[config.mk]
export PLATFORM = sky130hd
export DESIGN_NAME = alarm_annunciator_flat
export DESIGN_NICKNAME = d
export VERILOG_FILES = /design/src/rtl/alarm_annunciator_if.sv /design/src/rtl/alarm_annunciator.sv /design/src/flat_wrapper.sv
export SDC_FILE = /design/constraint.sdc
export NUM_CORES = 1
export LEC_CHECK = 0
export BUFFER_PORTS_ARGS = -buffer_cell sky130_fd_sc_hd__clkbuf_2
export CAP_MARGIN = 20
export CORE_MARGIN = 2
export CORE_UTILIZATION = 45
export DETAILED_ROUTE_END_ITERATION = 10
export GPL_ROUTABILITY_DRIVEN = 0
export HOLD_SLACK_MARGIN = 0.12
export PLACE_DENSITY = 0.75
export SYNTH_ARGS = -nofsm -noshare
export SYNTH_HDL_FRONTEND = slang
export SYNTH_SLANG_ARGS = --single-unit
[constraint.sdc]
create_clock -name clk -period 2.9 [get_ports clk]
set_clock_uncertainty 0.05 [all_clocks]
set_input_delay 0 -clock clk [delete_from_list [all_inputs] [get_ports clk]]
set_output_delay 0 -clock clk [all_outputs]
set_load 0.01 [all_outputs]
[src/rtl/alarm_annunciator_if.sv]
// Bundles the alert/ack inputs and the annunciator outputs between the alarm FSM side and the pin side.
interface alarm_annunciator_if;
    logic       alert_in;
    logic       ack_pulse;
    logic       buzz_out;
    logic       led_out;
    logic       busy;
    logic [7:0] burst_cnt;

    modport master (output alert_in, ack_pulse,
                    input  buzz_out, led_out, busy, burst_cnt);
    modport slave  (input  alert_in, ack_pulse,
                    output buzz_out, led_out, busy, burst_cnt);
endinterface

[src/rtl/alarm_annunciator.sv]
// Turns the alarm FSM's alert level into a timed beep/pause buzzer pattern and a steady LED.
// Optional ANNUNCIATOR_ESCALATE_EN: after four completed bursts the pause is dropped (continuous beeping).
module alarm_annunciator #(
    parameter int ON_CYCLES    = 8,
    parameter int OFF_CYCLES   = 8,
    parameter int BEEP_COUNT   = 4,
    parameter int PAUSE_CYCLES = 16
) (
    input  logic                clk,
    input  logic                rst_n,
    alarm_annunciator_if.slave  bus
);

    typedef enum logic [2:0] {
        S_IDLE  = 3'd0,
        S_ON    = 3'd1,
        S_OFF   = 3'd2,
        S_PAUSE = 3'd3,
        S_SIL   = 3'd4
    } state_t;

    localparam logic [7:0] ON_LAST    = 8'(ON_CYCLES - 1);
    localparam logic [7:0] OFF_LAST   = 8'(OFF_CYCLES - 1);
    localparam logic [7:0] BEEP_LAST  = 8'(BEEP_COUNT - 1);
    localparam logic [7:0] PAUSE_LAST = 8'(PAUSE_CYCLES - 1);

    function automatic logic [7:0] sat_inc8(input logic [7:0] v);
        return (v == 8'hFF) ? v : v + 8'd1;
    endfunction

    state_t     r_state, w_state_nxt;
    logic [7:0] r_timer, w_timer_nxt;
    logic [7:0] r_beep,  w_beep_nxt;
    logic [7:0] r_bursts, w_bursts_nxt;
    logic       w_skip_pause;
    logic       w_buzz, w_led, w_busy;
    logic       r_buzz, r_led, r_busy;
    logic [7:0] r_burst_cnt;

`ifdef ANNUNCIATOR_ESCALATE_EN
    // Tested against the count before this burst is added, so bursts 1..4 still pause.
    assign w_skip_pause = (r_bursts >= 8'd4);
`else
    assign w_skip_pause = 1'b0;
`endif

    always_ff @(posedge clk) begin
        if (!rst_n) begin
            r_state     <= S_IDLE;
            r_timer     <= 8'd0;
            r_beep      <= 8'd0;
            r_bursts    <= 8'd0;
            r_buzz      <= 1'b0;
            r_led       <= 1'b0;
            r_busy      <= 1'b0;
            r_burst_cnt <= 8'd0;
        end else begin
            r_state     <= w_state_nxt;
            r_timer     <= w_timer_nxt;
            r_beep      <= w_beep_nxt;
            r_bursts    <= w_bursts_nxt;
            r_buzz      <= w_buzz;
            r_led       <= w_led;
            r_busy      <= w_busy;
            r_burst_cnt <= r_bursts;
        end
    end

    always_comb begin
        w_state_nxt  = r_state;
        w_timer_nxt  = r_timer;
        w_beep_nxt   = r_beep;
        w_bursts_nxt = r_bursts;
        case (r_state)
            S_IDLE: begin
                // burst count is cleared only on leaving IDLE so it stays readable afterwards
                if (bus.alert_in) begin
                    w_state_nxt  = S_ON;
                    w_timer_nxt  = 8'd0;
                    w_beep_nxt   = 8'd0;
                    w_bursts_nxt = 8'd0;
                end
            end
            S_SIL: begin
                if (!bus.alert_in) begin
                    w_state_nxt = S_IDLE;
                    w_timer_nxt = 8'd0;
                end
            end
            default: begin
                if (!bus.alert_in) begin
                    w_state_nxt = S_IDLE;
                    w_timer_nxt = 8'd0;
                end else if (bus.ack_pulse) begin
                    w_state_nxt = S_SIL;
                end else begin
                    case (r_state)
                        S_ON: begin
                            if (r_timer == ON_LAST) begin
                                w_state_nxt = S_OFF;
                                w_timer_nxt = 8'd0;
                            end else begin
                                w_timer_nxt = r_timer + 8'd1;
                            end
                        end
                        S_OFF: begin
                            if (r_timer == OFF_LAST) begin
                                w_timer_nxt = 8'd0;
                                if (r_beep == BEEP_LAST) begin
                                    w_bursts_nxt = sat_inc8(r_bursts);
                                    w_beep_nxt   = 8'd0;
                                    w_state_nxt  = w_skip_pause ? S_ON : S_PAUSE;
                                end else begin
                                    w_beep_nxt  = r_beep + 8'd1;
                                    w_state_nxt = S_ON;
                                end
                            end else begin
                                w_timer_nxt = r_timer + 8'd1;
                            end
                        end
                        S_PAUSE: begin
                            if (r_timer == PAUSE_LAST) begin
                                w_state_nxt = S_ON;
                                w_timer_nxt = 8'd0;
                                w_beep_nxt  = 8'd0;
                            end else begin
                                w_timer_nxt = r_timer + 8'd1;
                            end
                        end
                        default: w_state_nxt = S_IDLE;
                    endcase
                end
            end
        endcase
    end

    always_comb begin
        w_buzz = 1'b0;
        w_led  = 1'b0;
        w_busy = 1'b0;
        if (r_state != S_IDLE) begin
            w_led  = 1'b1;
            w_busy = 1'b1;
        end
        if (r_state == S_ON) begin
            w_buzz = 1'b1;
        end
    end

    assign bus.buzz_out  = r_buzz;
    assign bus.led_out   = r_led;
    assign bus.busy      = r_busy;
    assign bus.burst_cnt = r_burst_cnt;

endmodule
[src/flat_wrapper.sv]
// flat-port wrapper written by rule: the top's interface ports become plain ports
module alarm_annunciator_flat 
#(
    parameter int ON_CYCLES    = 8,
    parameter int OFF_CYCLES   = 8,
    parameter int BEEP_COUNT   = 4,
    parameter int PAUSE_CYCLES = 16
)
  (clk, rst_n, bus_alert_in, bus_ack_pulse, bus_buzz_out, bus_led_out, bus_busy, bus_burst_cnt);
  alarm_annunciator_if bus_i ();
  input  logic clk;
  input  logic rst_n;
  input wire logic [$bits(bus_i.alert_in)-1:0] bus_alert_in;
  input wire logic [$bits(bus_i.ack_pulse)-1:0] bus_ack_pulse;
  output wire logic [$bits(bus_i.buzz_out)-1:0] bus_buzz_out;
  output wire logic [$bits(bus_i.led_out)-1:0] bus_led_out;
  output wire logic [$bits(bus_i.busy)-1:0] bus_busy;
  output wire logic [$bits(bus_i.burst_cnt)-1:0] bus_burst_cnt;
  assign bus_i.alert_in = bus_alert_in;
  assign bus_i.ack_pulse = bus_ack_pulse;
  assign bus_buzz_out = bus_i.buzz_out;
  assign bus_led_out = bus_i.led_out;
  assign bus_busy = bus_i.busy;
  assign bus_burst_cnt = bus_i.burst_cnt;
  alarm_annunciator #(.ON_CYCLES(ON_CYCLES), .OFF_CYCLES(OFF_CYCLES), .BEEP_COUNT(BEEP_COUNT), .PAUSE_CYCLES(PAUSE_CYCLES)) u_core (.clk(clk), .rst_n(rst_n), .bus(bus_i));
endmodule
==> summary.txt, run 1 <==
Placement
  • Post-detail-place hpwl: 2.637 mm
  • Placed cell count: 289
  • Pre-CTS setup slack: 0.4731 ns
  • Placed inst area: 1954 µm²
  • Port buffer count: 14

Final layout
  • Fillcell total: 382
  • Area grow syn2layout: 14.08%
  • Share of layout cells above drive strength 1: 13.60%
  • Most frequent cells in the layout: 37 x dfxtp_1, 27 x nand2_1, 23 x nor2_1, 18 x nand3_1, 15 x a21oi_1
  • Most common cell after layout, fill and taps aside: dfxtp_1
  • Final #Nets: 256
  • Non-Filler Instances: 300
  • Antenna Cells: 0
  • Finished Core Util: 53.34%
  • Design area: 2118 µm²

STA
  • Unrepaired setup endpoints after global routing: no
  • Period utilization: 86.13%
  • Hold_ws: 0.1817 ns
  • Fin. max-slew vios: 0
  • Tmin final: 2.498 ns
  • Fmax: 400.3 MHz
  • Setup_tns: 0 ns
  • Final hold vios: 0
  • Tightest Pin Transition: 0.5436 ns
  • Final setup viols: 0
  • Worst rel slew slack: 63.38%
  • Setup ws final: 0.4021 ns

CTS
  • CTS root buffer: clkbuf_8
  • CTS buffer count: 5
  • Max clock buf depth: 2
  • # Post-CTS Setup Buffers: 0
  • Clock net sink count: 37
  • Clock Latency Late Sink: 0.30 ns
  • CTS tree: built
  • H-tree levels: 2
  • Hold_buf cts: 3
  • Clock transition at the registers of the reported paths: 0.07 ns
  • Post-CTS sizing: 0

Power and ir drop
  • Pleak: 0.8088 nW
  • VDD IR max: 264.5 µV
  • Power Dens Cells: 529.7 nW/µm²
  • Final Power: 1.122 mW

Logic synthesis
  • Cells after synthesis: 234
  • Synth Register Bits: 37
  • Yosys top cell by area: dfxtp_1
  • Syn Nets: 241
  • Post-synthesis instance area: 1857 µm²
  • Post-synthesis sequential area ratio: 39.89%
  • Synth top area cells: dfxtp_1 40%, nand2_1 5.5%, nand3_1 4.9%
  • Post-synth cell types: 49
  • Yosys warning total: 0
  • Share of the synthesized area in the top cell type: 39.89%
  • EDFF count, synth: 0
  • Post-synth ARST share: 0%
  • Mapped Avg Cell Area: 7.935 µm²
  • Post-synth top flop: dfxtp_1

Critical path
  • Required time worst endpoint: 3.09 ns
  • Reg2reg path depth: 7
  • Worst reg-to-reg setup slack: 0.40 ns
  • Critical Path Max Stage Delay: 0.60 ns
  • Worst Setup Path Type: reg2reg
  • Crit-path leading delay family: simple AND/OR/NAND/NOR gates
  • Worst-path cell chain: ha_1 -> nand2b_1 -> or4_1 -> o21ai_0 -> a21oi_1 -> nor4_1 -> dlygate4sd3_1
  • Setup crit end kind: flop
  • Critical Path Start Type: flop
  • Arrival time worst endpoint: 2.69 ns
  • Buf/Inv on CP: 1
  • Levels on crit path: 7
  • Crit-path max FO: 7
  • Crit path max-delay cell type: or4_1

Floorplan
  • Width of the die: 68.24 µm
  • IO Pins: 15
  • Core Region: 3971 µm²
  • Die ar.: 4656 µm²
  • Die H: 68.24 µm
  • Std-Cell Rows: 23
  • Starting Density: 46.75%

Global routing
  • Vias in the first global route: 1430
  • First-pass GRT wire length: 6.258 mm
  • Congestion Overflow GR: 0
  • GRT Util Overall: 18.07%
  • Initial antenna violation count: 0
  • Pin count of the biggest net entering global routing: 21

Routing
  • Initial DRC Count: 98
  • WL final: 3.870 mm
  • Vias per cell: 5.660
  • Residual DRC: 0
  • Wirelength per Cell: 12.90 µm
  • Via count: 1698
  • Antenna Nets Post-Route: 0
  • Drt pass-1 iters: 4

Status
  • Outcome: completed

Hold path
  • Worst hold path depth: 3
  • Hold Path Class: in2reg

Job
  • Max-Cap Viols: 0
-- kinds of logic after synthesis --
family / count (synthesis) / share of synthesized area, %
AO/OA/AOI/OAI: 44 / 14.89
XOR/XNOR: 7 / 3.302
adder cells (fa/ha/maj): 3 / 2.022
buffers and inverters: 20 / 4.514
flip-flops: 37 / 39.89
multiplexers: 2 / 1.078
AND/OR/NAND/NOR: 121 / 34.30
-- tightest hold or removal path, delay by kind of cell --
kind          cells  cell delay, ns
buf+inv           2            0.32
simple gates      1            0.17
-- final timing paths --
path,startpoint,endpoint
max,u_core.r_beep[0]$_SDFFE_PN0P_,u_core.r_state[1]$_SDFFE_PN0P_
min,rst_n,u_core.bus.burst_cnt[3]$_SDFF_PN0_
max reg2reg,u_core.r_beep[0]$_SDFFE_PN0P_,u_core.r_state[1]$_SDFFE_PN0P_
min reg2reg,u_core.r_beep[1]$_SDFFE_PN0P_,u_core.r_beep[1]$_SDFFE_PN0P_
-- state kept, by name, indices dropped and copies added, names as in the netlist --
signal                count
u_core.r_beep             8
u_core.bus.burst_cnt      8
u_core.r_state            3
u_core.bus.led_out        1
u_core.r_bursts           8
u_core.bus.buzz_out       1
u_core.r_timer            8
-- cells in the mapped netlist (2+ instances only) --
| cell type | number |
|---|---|
| clkbuf_1 | 7 |
| or3_2 | 2 |
| o22ai_1 | 3 |
| nand4_1 | 2 |
| and3_1 | 3 |
| nor2_1 | 23 |
| nor3_1 | 3 |
| buf_4 | 2 |
| o211ai_1 | 4 |
| dfxtp_1 | 37 |
| a21oi_1 | 15 |
| mux2i_1 | 2 |
| nand3_1 | 18 |
| xor2_1 | 3 |
| o21ai_0 | 7 |
| nand2_1 | 27 |
| or4_1 | 5 |
| nand2b_1 | 4 |
| and2_1 | 3 |
| inv_1 | 9 |
| o21ai_1 | 3 |
| ha_1 | 3 |
| nand3b_1 | 2 |
| nand4b_1 | 2 |
| xnor2_1 | 4 |
| or3_1 | 11 |
| or2_2 | 3 |
| nor4_1 | 6 |
-- layout make-up --
class | count | area, µm² | area share (%)
tap | 50 | 62.56 | 2.953
clock buffer | 5 | 68.82 | 3.249
clock inverter | 3 | 65.06 | 3.071
inverter | 9 | 33.78 | 1.595
timing repair buffer | 19 | 115.1 | 5.434
sequential | 37 | 740.7 | 34.97
multi-input combinational | 177 | 1032 | 48.73
-- power breakdown --
group	total (mW)	internal [mW]	switching (mW)
sequential	0.520	0.513	0.00685
combinational	0.0717	0.0251	0.0466
clock	0.531	0.342	0.189
total	1.12	0.879	0.243
-- layer usage --
metal | wire [µm] | global-route usage, %
met5 | 0 | 0
met4 | 79 | 8.750
met3 | 127 | 5.428
met2 | 1831 | 29.13
met1 | 1831 | 21.85
No activity file was read; power rests on OpenSTA's default activity.
==> run 2, diff against run 1 <==
Settings changed: CORE_UTILIZATION 45 to 55, PLACE_DENSITY 0.75 to 0.86.
==> run 2 against run 1 <==
  * Clock power down 50%
  * Setup slack better by 0.034 ns
  * Combinational power about the same
==> summary.txt, run 2 (same netlist as run 1, synthesis figures left out) <==
Critical path
  • Levels on crit path: 6 (-1)
  • Arrival time worst endpoint: 2.69 ns (about the same)
  • CP endpoint: u_core.r_bursts[5]$_SDFFE_PN0P_
  • Crit-path max FO: 7 (unchanged)
  • Required time worst endpoint: 3.13 ns (+0.04 ns)
  • Worst-path cell chain: ha_1 -> nand2b_1 -> or4_1 -> or4_4 -> or4_1 -> nand3_1
  • CP startpoint: u_core.r_beep[0]$_SDFFE_PN0P_
  • Reg2reg path depth: 6 (-1)
  • Crit-path leading delay family: simple AND/OR/NAND/NOR gates
  • Critical Path Start Type: flop
  • Setup crit end kind: flop
  • R2r endpoint: u_core.r_bursts[5]$_SDFFE_PN0P_
  • Critical Path Max Stage Delay: 0.59 ns (about the same)
  • Worst reg-to-reg setup slack: 0.44 ns (+0.03 ns)
  • Worst Setup Path Type: reg2reg
  • Most used cell, CP: or4_1
  • Buf/Inv on CP: 0 (-1)
  • Reg2reg start: u_core.r_beep[0]$_SDFFE_PN0P_
  • Crit path max-delay cell type: or4_1

Final layout
  • Fillcell total: 276 (-28%)
  • Antenna Cells: 0 (unchanged)
  • Multi-input combinational cell area: 1032 µm² (unchanged)
  • Final #Nets: 257 (+0.39%)
  • Area grow syn2layout: 10.11%
  • Register area: 740.7 µm² (unchanged)
  • Share of layout cells above drive strength 1: 12.80% (-0.80 points)
  • Most frequent cells in the layout: 37 x dfxtp_1, 27 x nand2_1, 23 x nor2_1, 18 x nand3_1, 15 x a21oi_1
  • Most common cell after layout, fill and taps aside: dfxtp_1

CTS
  • H-tree levels: 2 (unchanged)
  • Max clock buf depth: 2 (unchanged)
  • CTS tree: built
  • Clock net sink count: 37 (unchanged)
  • CTS root buffer: clkbuf_4
  • Clock transition at the registers of the reported paths: 0.10 ns (+0.03 ns)
  • CTS buffer count: 5 (unchanged)
  • # Post-CTS Setup Buffers: 0 (unchanged)
  • Hold_buf cts: 4 (+1)
  • Post-CTS sizing: 0 (unchanged)
  • Clock Latency Late Sink: 0.34 ns (+0.04 ns)

STA
  • Hold_ws: 0.4352 ns (+0.2534 ns)
  • Fmax: 405.9 MHz (+1.4%)
  • Tmin final: 2.464 ns (-0.03416 ns)
  • Period utilization: 84.96% (-1.2 points)
  • Final hold vios: 0 (unchanged)
  • Fin. max-slew vios: 0 (unchanged)
  • Unrepaired setup endpoints after global routing: no
  • Setup_tns: 0 ns (unchanged)
  • Final setup viols: 0 (unchanged)
  • Tightest Pin Transition: 0.5067 ns (-0.03694 ns)
  • Worst rel slew slack: 65.87% (+2.5 points)

Routing
  • Drt pass-1 iters: 4 (unchanged)
  • Wirelength per Cell: 12.39 µm (-4.0%)
  • Via count: 1708 (+0.59%)
  • Initial DRC Count: 85 (-13%)
  • Antenna Nets Post-Route: 0 (unchanged)
  • WL final: 3.666 mm (-5.3%)
  • Residual DRC: 0 (unchanged)
  • Vias per cell: 5.770 (+1.9%)

Placement
  • Port buffer count: 14 (unchanged)
  • Post-detail-place hpwl: 2.588 mm (-1.9%)

Floorplan
  • Core Region: 3284 µm² (-17%)
  • Die H: 62.11 µm (-9.0%)
  • Starting Density: 56.53% (+9.8 points)
  • Die ar.: 3857 µm² (-17%)
  • Width of the die: 62.11 µm (-9.0%)
  • IO Pins: 15 (unchanged)
  • Std-Cell Rows: 21 (-8.7%)

Power and ir drop
  • Seq pwr share: 60.4% (+14 points)
  • Sw Ratio: 24.06% (+2.4 points)
  • Clk pwr share: 31.2% (-16 points)
  • Pleak: 0.7762 nW (-4.0%)
  • Power Internal: 0.6532 mW (-26%)
  • Gate power share: 8.4% (+2.0 points)
  • Power Dens Cells: 420.7 nW/µm² (-21%)
  • Switch Pwr: 0.2069 mW (-15%)
  • VDD IR max: 338.0 µV (+28%)

Global routing
  • Initial antenna violation count: 0 (unchanged)
  • First-pass GRT wire length: 6.520 mm (+4.2%)
  • Vias in the first global route: 1542 (+7.8%)
  • GRT Util Overall: 20.47% (+2.4 points)
  • Pin count of the biggest net entering global routing: 21 (unchanged)
  • Congestion Overflow GR: 0 (unchanged)

Job
  • Max-Cap Viols: 0 (unchanged)

Status
  • Outcome: completed

Hold path
  • Hold Path Class: reg2reg
[run 2: how the worst min path moves through the flow]
stage / from / to / slack, ns / cells past startpoint
3_5_place_dp: bus_ack_pulse / u_core.r_state[1]$_SDFFE_PN0P_ / 0.20 / 2
4_1_cts: u_core.r_beep[1]$_SDFFE_PN0P_ / u_core.r_beep[1]$_SDFFE_PN0P_ / 0.43 / 2
3_3_place_gp: bus_ack_pulse / u_core.r_state[1]$_SDFFE_PN0P_ / 0.20 / 2
2_1_floorplan: bus_ack_pulse / u_core.r_state[1]$_SDFFE_PN0P_ / 0.03 / 1
5_1_grt: u_core.r_beep[1]$_SDFFE_PN0P_ / u_core.r_beep[1]$_SDFFE_PN0P_ / 0.46 / 2
6_report: u_core.r_beep[1]$_SDFFE_PN0P_ / u_core.r_beep[1]$_SDFFE_PN0P_ / 0.44 / 2
[run 2: metal layers]
layer  vias to the layer above  wire length, µm  global-route usage, %
li1                        865                -                      -
met1                       796             1710                  24.17
met2                        39             1760                  36.28
met3                         8              141                  5.435
met4                         0               55                  6.389
met5                         -                0                      0
[run 2: area by class of cell]
type | count | area share (%)
well taps | 46 | 2.815
clock buffers | 7 | 2.693
repair buffers | 20 | 6.120
multi-input cells | 177 | 50.49
flip-flops and latches | 37 | 36.23
inverters | 9 | 1.652
[run 2: power by group through the flow]
stage / logic (mW) / registers (mW) / clock network, mW
finish: 0.0720 / 0.520 / 0.268
global placement: 0.0678 / 0.531 / 0
detailed placement: 0.0677 / 0.532 / 0
CTS: 0.0715 / 0.520 / 0.275
floorplan: 0.0540 / 0.529 / 0
global route: 0.0817 / 0.521 / 0.299
[run 2: through the flow]
step                      setup WS, ns  cells  power (mW)  utilization [%]  instance area [µm²]
after floorplan                 0.5974    234      0.5826                -                 1857
after global placement          0.5538    285      0.5990            59.35                 1949
after detailed placement        0.4746    285      0.5993            59.35                 1949
after CTS                       0.4428    296      0.8665            62.25                 2044
after global routing            0.2557    296      0.9017            62.25                 2044
final                           0.4363    296      0.8601            62.25                 2044
[run 2: worst reg2reg max path: cells and delay by family, from the launching register on]
family        cells  cell delay (ns)
fa+ha+maj         1             0.22
flops             1             0.39
simple gates      5             1.73
